==> src/rtl/fb_pkg.sv <==
// fb_pkg: shared frame-buffer encodings for the swapping controller and the port arbiter.
package fb_pkg;
   typedef enum logic [1:0] {
      IDLE    = 2'd0,
      DISP_RD = 2'd1,
      RAST_WR = 2'd2
   } fb_state_e;

   localparam logic BUF_A = 1'b0;
   localparam logic BUF_B = 1'b1;
endpackage

==> src/rtl/fb_write_holding_reg.sv <==
// fb_write_holding_reg: one-entry valid/ready holding register for a raster write {sel, addr, data}.
module fb_write_holding_reg #(
   parameter int ADDR_W = 16,
   parameter int DATA_W = 4
) (
   input  logic              i_clk,
   input  logic              i_srst_n,
   input  logic              in_valid,
   input  logic              in_sel,
   input  logic [ADDR_W-1:0] in_addr,
   input  logic [DATA_W-1:0] in_data,
   output logic              in_ready,
   input  logic              pop,
   output logic              full,
   output logic              full_nxt,
   output logic              sel,
   output logic [ADDR_W-1:0] addr,
   output logic [DATA_W-1:0] data
);
   logic accept;

   // a pop frees the slot in the same cycle, so a new write can land behind it
   assign in_ready = i_srst_n & (~full | pop);
   assign accept   = in_valid & in_ready;
   assign full_nxt = accept | (full & ~pop);

   always_ff @(posedge i_clk) begin
      if (!i_srst_n) begin
         full <= 1'b0;
         sel  <= 1'b0;
         addr <= '0;
         data <= '0;
      end else begin
         full <= full_nxt;
         if (accept) begin
            sel  <= in_sel;
            addr <= in_addr;
            data <= in_data;
         end
      end
   end
endmodule

==> src/rtl/frame_buffer_port_arbiter.sv <==
// frame_buffer_port_arbiter: shares one single-port SRAM holding both frame buffers between
// display reads (priority) and rasterizer writes, with a starvation bound on display streaks.
module frame_buffer_port_arbiter
   import fb_pkg::*;
#(
   parameter int ADDR_W          = 16,
   parameter int DATA_W          = 4,
   parameter int MAX_DISP_STREAK = 8
) (
   input  logic              i_clk,
   input  logic              i_srst_n,
   input  logic              i_rasterization_target,
   input  logic              i_disp_req,
   input  logic [ADDR_W-1:0] i_disp_addr,
   output logic              o_disp_gnt,
   output logic              o_disp_rvalid,
   output logic [DATA_W-1:0] o_disp_rdata,
   input  logic              i_rast_valid,
   input  logic [ADDR_W-1:0] i_rast_addr,
   input  logic [DATA_W-1:0] i_rast_data,
   output logic              o_rast_ready,
   output logic              o_rast_drained,
   output logic              o_mem_en,
   output logic              o_mem_we,
   output logic [ADDR_W:0]   o_mem_addr,
   output logic [DATA_W-1:0] o_mem_wdata,
   input  logic [DATA_W-1:0] i_mem_rdata
);
   localparam int CNT_W = $clog2(MAX_DISP_STREAK + 1);
   localparam logic [CNT_W-1:0] CNT_MAX = CNT_W'(MAX_DISP_STREAK);

   fb_state_e         state, state_nxt;
   logic [CNT_W-1:0]  starve_cnt, starve_nxt;
   logic              hold_full, hold_full_nxt, hold_sel;
   logic [ADDR_W-1:0] hold_addr;
   logic [DATA_W-1:0] hold_data;
   logic              force_wr, disp_win, wr_issue;

   fb_write_holding_reg #(.ADDR_W(ADDR_W), .DATA_W(DATA_W)) u_hold (
      .i_clk    (i_clk),
      .i_srst_n (i_srst_n),
      .in_valid (i_rast_valid),
      .in_sel   (i_rasterization_target),
      .in_addr  (i_rast_addr),
      .in_data  (i_rast_data),
      .in_ready (o_rast_ready),
      .pop      (wr_issue),
      .full     (hold_full),
      .full_nxt (hold_full_nxt),
      .sel      (hold_sel),
      .addr     (hold_addr),
      .data     (hold_data)
   );

   always_comb begin
      force_wr   = hold_full & (starve_cnt == CNT_MAX);
      disp_win   = i_srst_n & i_disp_req & ~force_wr;
      wr_issue   = i_srst_n & hold_full & ~disp_win;
      state_nxt  = disp_win ? DISP_RD : (wr_issue ? RAST_WR : IDLE);
      starve_nxt = wr_issue ? '0 :
                   ((disp_win & hold_full & (starve_cnt != CNT_MAX)) ? starve_cnt + CNT_W'(1) : starve_cnt);
   end

   always_ff @(posedge i_clk) begin
      if (!i_srst_n) begin
         state      <= IDLE;
         starve_cnt <= '0;
      end else begin
         state      <= state_nxt;
         starve_cnt <= starve_nxt;
      end
   end

   assign o_disp_gnt   = disp_win;
   // SRAM output is already registered; it is only meaningful in the rvalid cycle
   assign o_disp_rdata = o_disp_rvalid ? i_mem_rdata : '0;

   always_ff @(posedge i_clk) begin
      if (!i_srst_n) begin
         o_mem_en       <= 1'b0;
         o_mem_we       <= 1'b0;
         o_mem_addr     <= '0;
         o_mem_wdata    <= '0;
         o_disp_rvalid  <= 1'b0;
         o_rast_drained <= 1'b1;
      end else begin
         o_mem_en       <= disp_win | wr_issue;
         o_mem_we       <= wr_issue;
         o_disp_rvalid  <= state == DISP_RD;
         o_rast_drained <= ~hold_full_nxt & ~wr_issue;
         if (disp_win)
            o_mem_addr <= {~i_rasterization_target, i_disp_addr};
         else if (wr_issue) begin
            o_mem_addr  <= {hold_sel, hold_addr};
            o_mem_wdata <= hold_data;
         end
      end
   end
endmodule

==> config.mk <==
export PLATFORM = sky130hd
export DESIGN_NAME = frame_buffer_port_arbiter
export DESIGN_NICKNAME = d
export VERILOG_FILES = /design/src/rtl/fb_pkg.sv /design/src/rtl/fb_write_holding_reg.sv /design/src/rtl/frame_buffer_port_arbiter.sv
export SDC_FILE = /design/constraint.sdc
export NUM_CORES = 1
export LEC_CHECK = 0
export BUFFER_PORTS_ARGS = -buffer_cell sky130_fd_sc_hd__buf_2
export CORE_MARGIN = 8
export CORE_UTILIZATION = 50
export DETAILED_ROUTE_END_ITERATION = 16
export PLACE_DENSITY = 0.79
export SYNTH_ARGS = -nofsm -noshare
export SYNTH_HDL_FRONTEND = slang
export SYNTH_SLANG_ARGS = --single-unit
==> constraint.sdc <==
create_clock -name i_clk -period 1.6 [get_ports i_clk]
set_input_delay 0.16 -clock i_clk [delete_from_list [all_inputs] [get_ports i_clk]]
set_output_delay 0.16 -clock i_clk [all_outputs]
set_load 0.02 [all_outputs]
* After elaboration in Yosys (flattened, before gate mapping) *
Index checks and enable logic that the tools add are counted.

word-level totals
  register bits = 53
  latch bits = 0
  memory bits (writable) = 0
  memory bits (read-only) = 0
  bits of input ports = 45
  memories = 0

operators by class
  add/subtract/negate cells = 1
  multiply operators = 0
  div/mod/pow operators = 0
  magnitude comparators = 0
  eq/ne operators = 3
  shift-type cells = 0
  multiplexer cells = 5
  bitwise operators = 21
  reductions and logical operators = 4

operator list
  operator               count
  $mux W17               2
  $and A1 B1 Y1          11
  $not A1 Y1             7
  $add A4 B1 Y4 const B  1
  $eq A4 B4 Y1 const B   1
  $mux W4                1
  $ne A4 B4 Y1 const B   1
  $reduce_or A2 Y1       2
  $or A1 B1 Y1           3
  $eq A2 B1 Y1 const B   1
  $mux W2                1
  $reduce_and A2 Y1      1
  $reduce_bool A2 Y1     1
  $mux W1                1

* Longest topological paths before layout *
  depth after elaboration = 12
  depth in mapped cells = 6

* Modules after synthesis *
A second synthesis with hierarchy kept.

unflattened totals
  cell total of the unflattened synthesis = 265
  area, all modules = 2482.4 um2

by module, submodules not included
  module                     instances  cells each  area each (um2)  sequential area each (um2)
  frame_buffer_port_arbiter  1          165         1551.5           620.6
  fb_write_holding_reg       1          100         930.9            440.4

* Least setup slack after synthesis *
Ideal clock, no wire load.

  kind = register to register
  from = register starve_cnt[0]
  to = register starve_cnt[2]
  setup time = 0.092 ns
  data arrival time = 1.290 ns
  data required time = 1.508 ns
  path slack = 0.219 ns
  stages on the path, launching flop included = 7
  path buffers = 1
  path through = dfxtp_1 > inv_1 > ha_1 > nand3b_1 > a21boi_0 > buf_2 > nor4_1

between the ends
  word-level cells in the longest chain between the ends = 7

RTL lines
  what                        RTL line                         RTL
  start, declared             frame_buffer_port_arbiter.sv:33  logic [CNT_W-1:0] starve_cnt, starve_nxt;
  start signal, assigned      frame_buffer_port_arbiter.sv:70  starve_cnt <= starve_nxt;
  $eq A4 B4 Y1                frame_buffer_port_arbiter.sv:56  force_wr = hold_full & (starve_cnt == CNT_MAX);
  $and A1 B1 Y1               frame_buffer_port_arbiter.sv:56
  $not A1 Y1                  frame_buffer_port_arbiter.sv:57  disp_win = i_srst_n & i_disp_req & ~force_wr;
  $and A1 B1 Y1               frame_buffer_port_arbiter.sv:57
  $not A1 Y1 (no line)        -
  $and A1 B1 Y1               frame_buffer_port_arbiter.sv:58  wr_issue = i_srst_n & hold_full & ~disp_win;
  $reduce_or A2 Y1 (no line)  -

Several ways; a longest one is shown, not always the timed one.
A chain may end at the register's enable or synchronous reset.

* Worst setup path in the final report *
  from = register starve_cnt[0]
  to = output o_rast_ready

between the ends
  word-level cells in the longest chain between the ends = 8

RTL lines
  what                  RTL line                         RTL
  $eq A4 B4 Y1          frame_buffer_port_arbiter.sv:56
  $and A1 B1 Y1         frame_buffer_port_arbiter.sv:56
  $not A1 Y1            frame_buffer_port_arbiter.sv:57
  $and A1 B1 Y1         frame_buffer_port_arbiter.sv:57
  $not A1 Y1 (no line)  -
  $and A1 B1 Y1         frame_buffer_port_arbiter.sv:58
  $or A1 B1 Y1          fb_write_holding_reg.sv:23       assign in_ready = i_srst_n & (~full | pop);
  $and A1 B1 Y1         fb_write_holding_reg.sv:23
  end, declared         frame_buffer_port_arbiter.sv:21  output logic o_rast_ready,

No other way between the ends.

==> key figures <==
Pwr
  • Combinational share of power: 0.141
  • P_sw: 0.6658 mW
  • Power share of the sequential group: 0.521
  • Worst vdd ir: 0.6481 mV
  • Leak: 1.340 nW
  • Total internal power: 2.075 mW
  • Power Density: 930.6 nW/um^2
  • Sw frac: 0.2429
  • Clk pwr share: 0.337

Detailed routing
  • Vias per cell: 5.379
  • DRT Pass-1 Iters: 4
  • # DRC: 0
  • Total wire length: 5.700 mm
  • Post-route ant nets: 0
  • Via count: 2098
  • DR WL/cell: 14.62 um
  • Initial DRC Count: 129

Critical path
  • Worst Path Arrival: 1.40 ns
  • Data required, critical path: 1.44 ns
  • CP Class: reg -> out
  • Crit-path max FO: 3
  • CP startpoint kind: flop
  • Reg2Reg Depth: 6
  • Crit. End Element: output pin

Floorplan
  • Site Rows: 24
  • DIE AREA: 7059 sq um
  • Core area: 4414 sq um
  • I/O Pins: 76
  • Initial Util: 0.5241
  • Die W: 84.02 um
  • Chip height: 84.02 um

Logic synthesis
  • Yosys cell types: 29
  • Synth area leader: dfxtp_1
  • Syn Area/Cell: 8.932 sq um
  • Most common cell in the netlist: nand2_1
  • Flops & latches, synth: 53
  • Asr flop ratio synth: 0
  • Yosys top cell area share: 0.4586
  • Commonest register cell after synthesis: dfxtp_1
  • Syn Nets: 306
  • Area contributors post-synth: dfxtp_1 (46%), mux2i_1 (11%), nand2_1 (11%)
  • Synth Warn #: 0
  • Syn Inst Count: 259
  • Part of the Yosys area used for sequential elements: 0.4586
  • Mapped Area: 2313 sq um
  • Synth cell count leaders: nand2_1 (65), dfxtp_1 (53), mux2i_1 (25)
  • Post-synth EDFFs: 0

Global route
  • GRT Util Overall: 0.1535
  • Initial antenna violation count: 0
  • Number of global-route vias before repair: 2032
  • First-pass GRT wire length: 9.211 mm
  • Global route total overflow: 0
  • Largest net degree at the start of global routing: 28

STA
  • Post-route setup TNS: 0 ns
  • Max frequency: 0.6406 GHz
  • Final hold vios: 0
  • Setup Skew: 0.005972 ns
  • RSZ-0062 raised after global routing: yes
  • Final worst path period share: 0.9757
  • Finish-stage setup viols: 0
  • Worst slew margin: 0.7330
  • Final Max Slew Viols: 0
  • Worst slew pin tran: 0.4006 ns
  • Min Tclk post-route: 1.561 ns

Clocking
  • CTS HTree Levels: 2
  • Clk root buf: clkbuf_8
  • # hold bufs at CTS: 0
  • Worst-skew pair later-pin latency: 0.30 ns
  • Clock tree from TritonCTS: built
  • CTS clk-pin slew, worst paths: 0.09 ns
  • Clk sinks: 53
  • CTS max path bufs: 2
  • TritonCTS buffer count: 5

Layout
  • # diodes: 0
  • Number of nets in the layout: 384
  • Share of post-route cells with drive strength above 1: 0.3343
  • Design area: 2945 sq um
  • Fillers: 375
  • Layout overhead on the synthesized area: 27.31%

Run
  • Max_cap viols: 0

Place
  • Port bufs: 75
  • Routability Congestion: 0.8072
  • Placed instance area: 2773 sq um
  • Detailed placement HPWL: 4.179 mm

Worst hold path
  • Hold Path Depth: 2
  • Hold Path Class: in -> reg

Run status
  • Status: finished, final reports clean
[power groups by stage]
stage | registers [mW] | logic [mW] | clock network, mW
2_1_floorplan | 1.49 | 0.197 | 0
3_3_place_gp | 1.46 | 0.374 | 0
3_5_place_dp | 1.46 | 0.382 | 0
4_1_cts | 1.43 | 0.385 | 0.938
5_1_grt | 1.44 | 0.426 | 0.992
6_report | 1.43 | 0.388 | 0.924
[metrics by stage]
step / worst slack [ns] / instances / power [mW] / util / hold WS [ns]
finish: 0.03893 / 390 / 2.741 / 0.6672 / 0.07366
global route: -0.01353 / 390 / 2.857 / 0.6672 / 0.07623
CTS: -0.02165 / 387 / 2.751 / 0.6562 / 0.07945
detailed placement: 0.02489 / 379 / 1.841 / 0.6281 / 0.4040
global placement: 0.1481 / 379 / 1.830 / 0.6281 / 0.3838
floorplan: 0.2185 / 259 / 1.689 / - / 0.2604
[worst max-delay path, cell delays in order (launching register included)]
cell and delay, ns:
dfxtp_2 0.36, inv_2 0.05, ha_4 0.17, and3b_2 0.21, nor2_2 0.12, nor2_1 0.05, buf_4 0.15
[placed cells by master, fill, tap and decap left out, types with 2 or more instances in the layout]
master    count
a21oi_1      16
a211oi_1      2
nand3_1       6
nand3b_1      2
buf_4        17
o21ai_0       5
inv_2         2
mux2i_1      25
and2_1        8
and3_1        2
buf_2        74
buf_12        2
inv_1         3
a32oi_1      15
clkbuf_8      6
nor2_1        2
dfxtp_1      50
a21o_1       16
dfxtp_2       3
nand2_1      65
[sequential cells by signal, indices dropped and copies added (netlist names), 2 cells and up]
name / flops
u_hold.addr: 16
o_mem_addr: 17
o_mem_wdata: 4
u_hold.data: 4
state: 2
starve_cnt: 4
[repair_timing]
action / CTS / global route
pin swaps: 1 / 2
setup buffers: 0 / 3
gates resized for setup: 4 / 9
setup endpoints to repair: 3 / 8
[cell families (layout without fill, tap and decap cells)]
group | after synthesis | after routing | synth area share
muxes | 25 | 25 | 0.1082
DFF | 53 | 53 | 0.4586
AOI/OAI and AO/OA | 61 | 61 | 0.1877
buffers and inverters | 27 | 106 | 0.05949
adders and majority gates | 2 | 2 | 0.01081
and+or+nand+nor | 91 | 91 | 0.1752
[cell type report]
| class | instances | area, sq um | area share |
|---|---|---|---|
| clock buffer | 7 | 86.33 | 0.02931 |
| clock inverter | 1 | 30.03 | 0.01020 |
| inverter | 5 | 18.77 | 0.006372 |
| multi-input combinational | 179 | 1142 | 0.3879 |
| sequential | 53 | 1065 | 0.3615 |
| tap | 52 | 65.06 | 0.02209 |
| timing repair buffer | 93 | 538.0 | 0.1827 |
[per-layer routing]
layer | GRT usage | vias to the layer above | wire length [um]
met1 | 0.1821 | 952 | 2405
li1 | - | 1054 | -
met2 | 0.2437 | 83 | 2655
met3 | 0.06445 | 9 | 568
met5 | 0 | - | 0
met4 | 0.04710 | 0 | 70
[path summary, 6_finish.rpt]
check / startpoint / end / slack [ns]
setup reg to reg: starve_cnt[0] / u_hold.addr[7] / 0.10
hold / removal: i_rast_valid / o_rast_drained / 0.07
hold reg to reg: state[1] / o_disp_rvalid / 0.41
setup / recovery: starve_cnt[0] / o_rast_ready / 0.04
No activity file was read; power rests on OpenSTA's default activity.
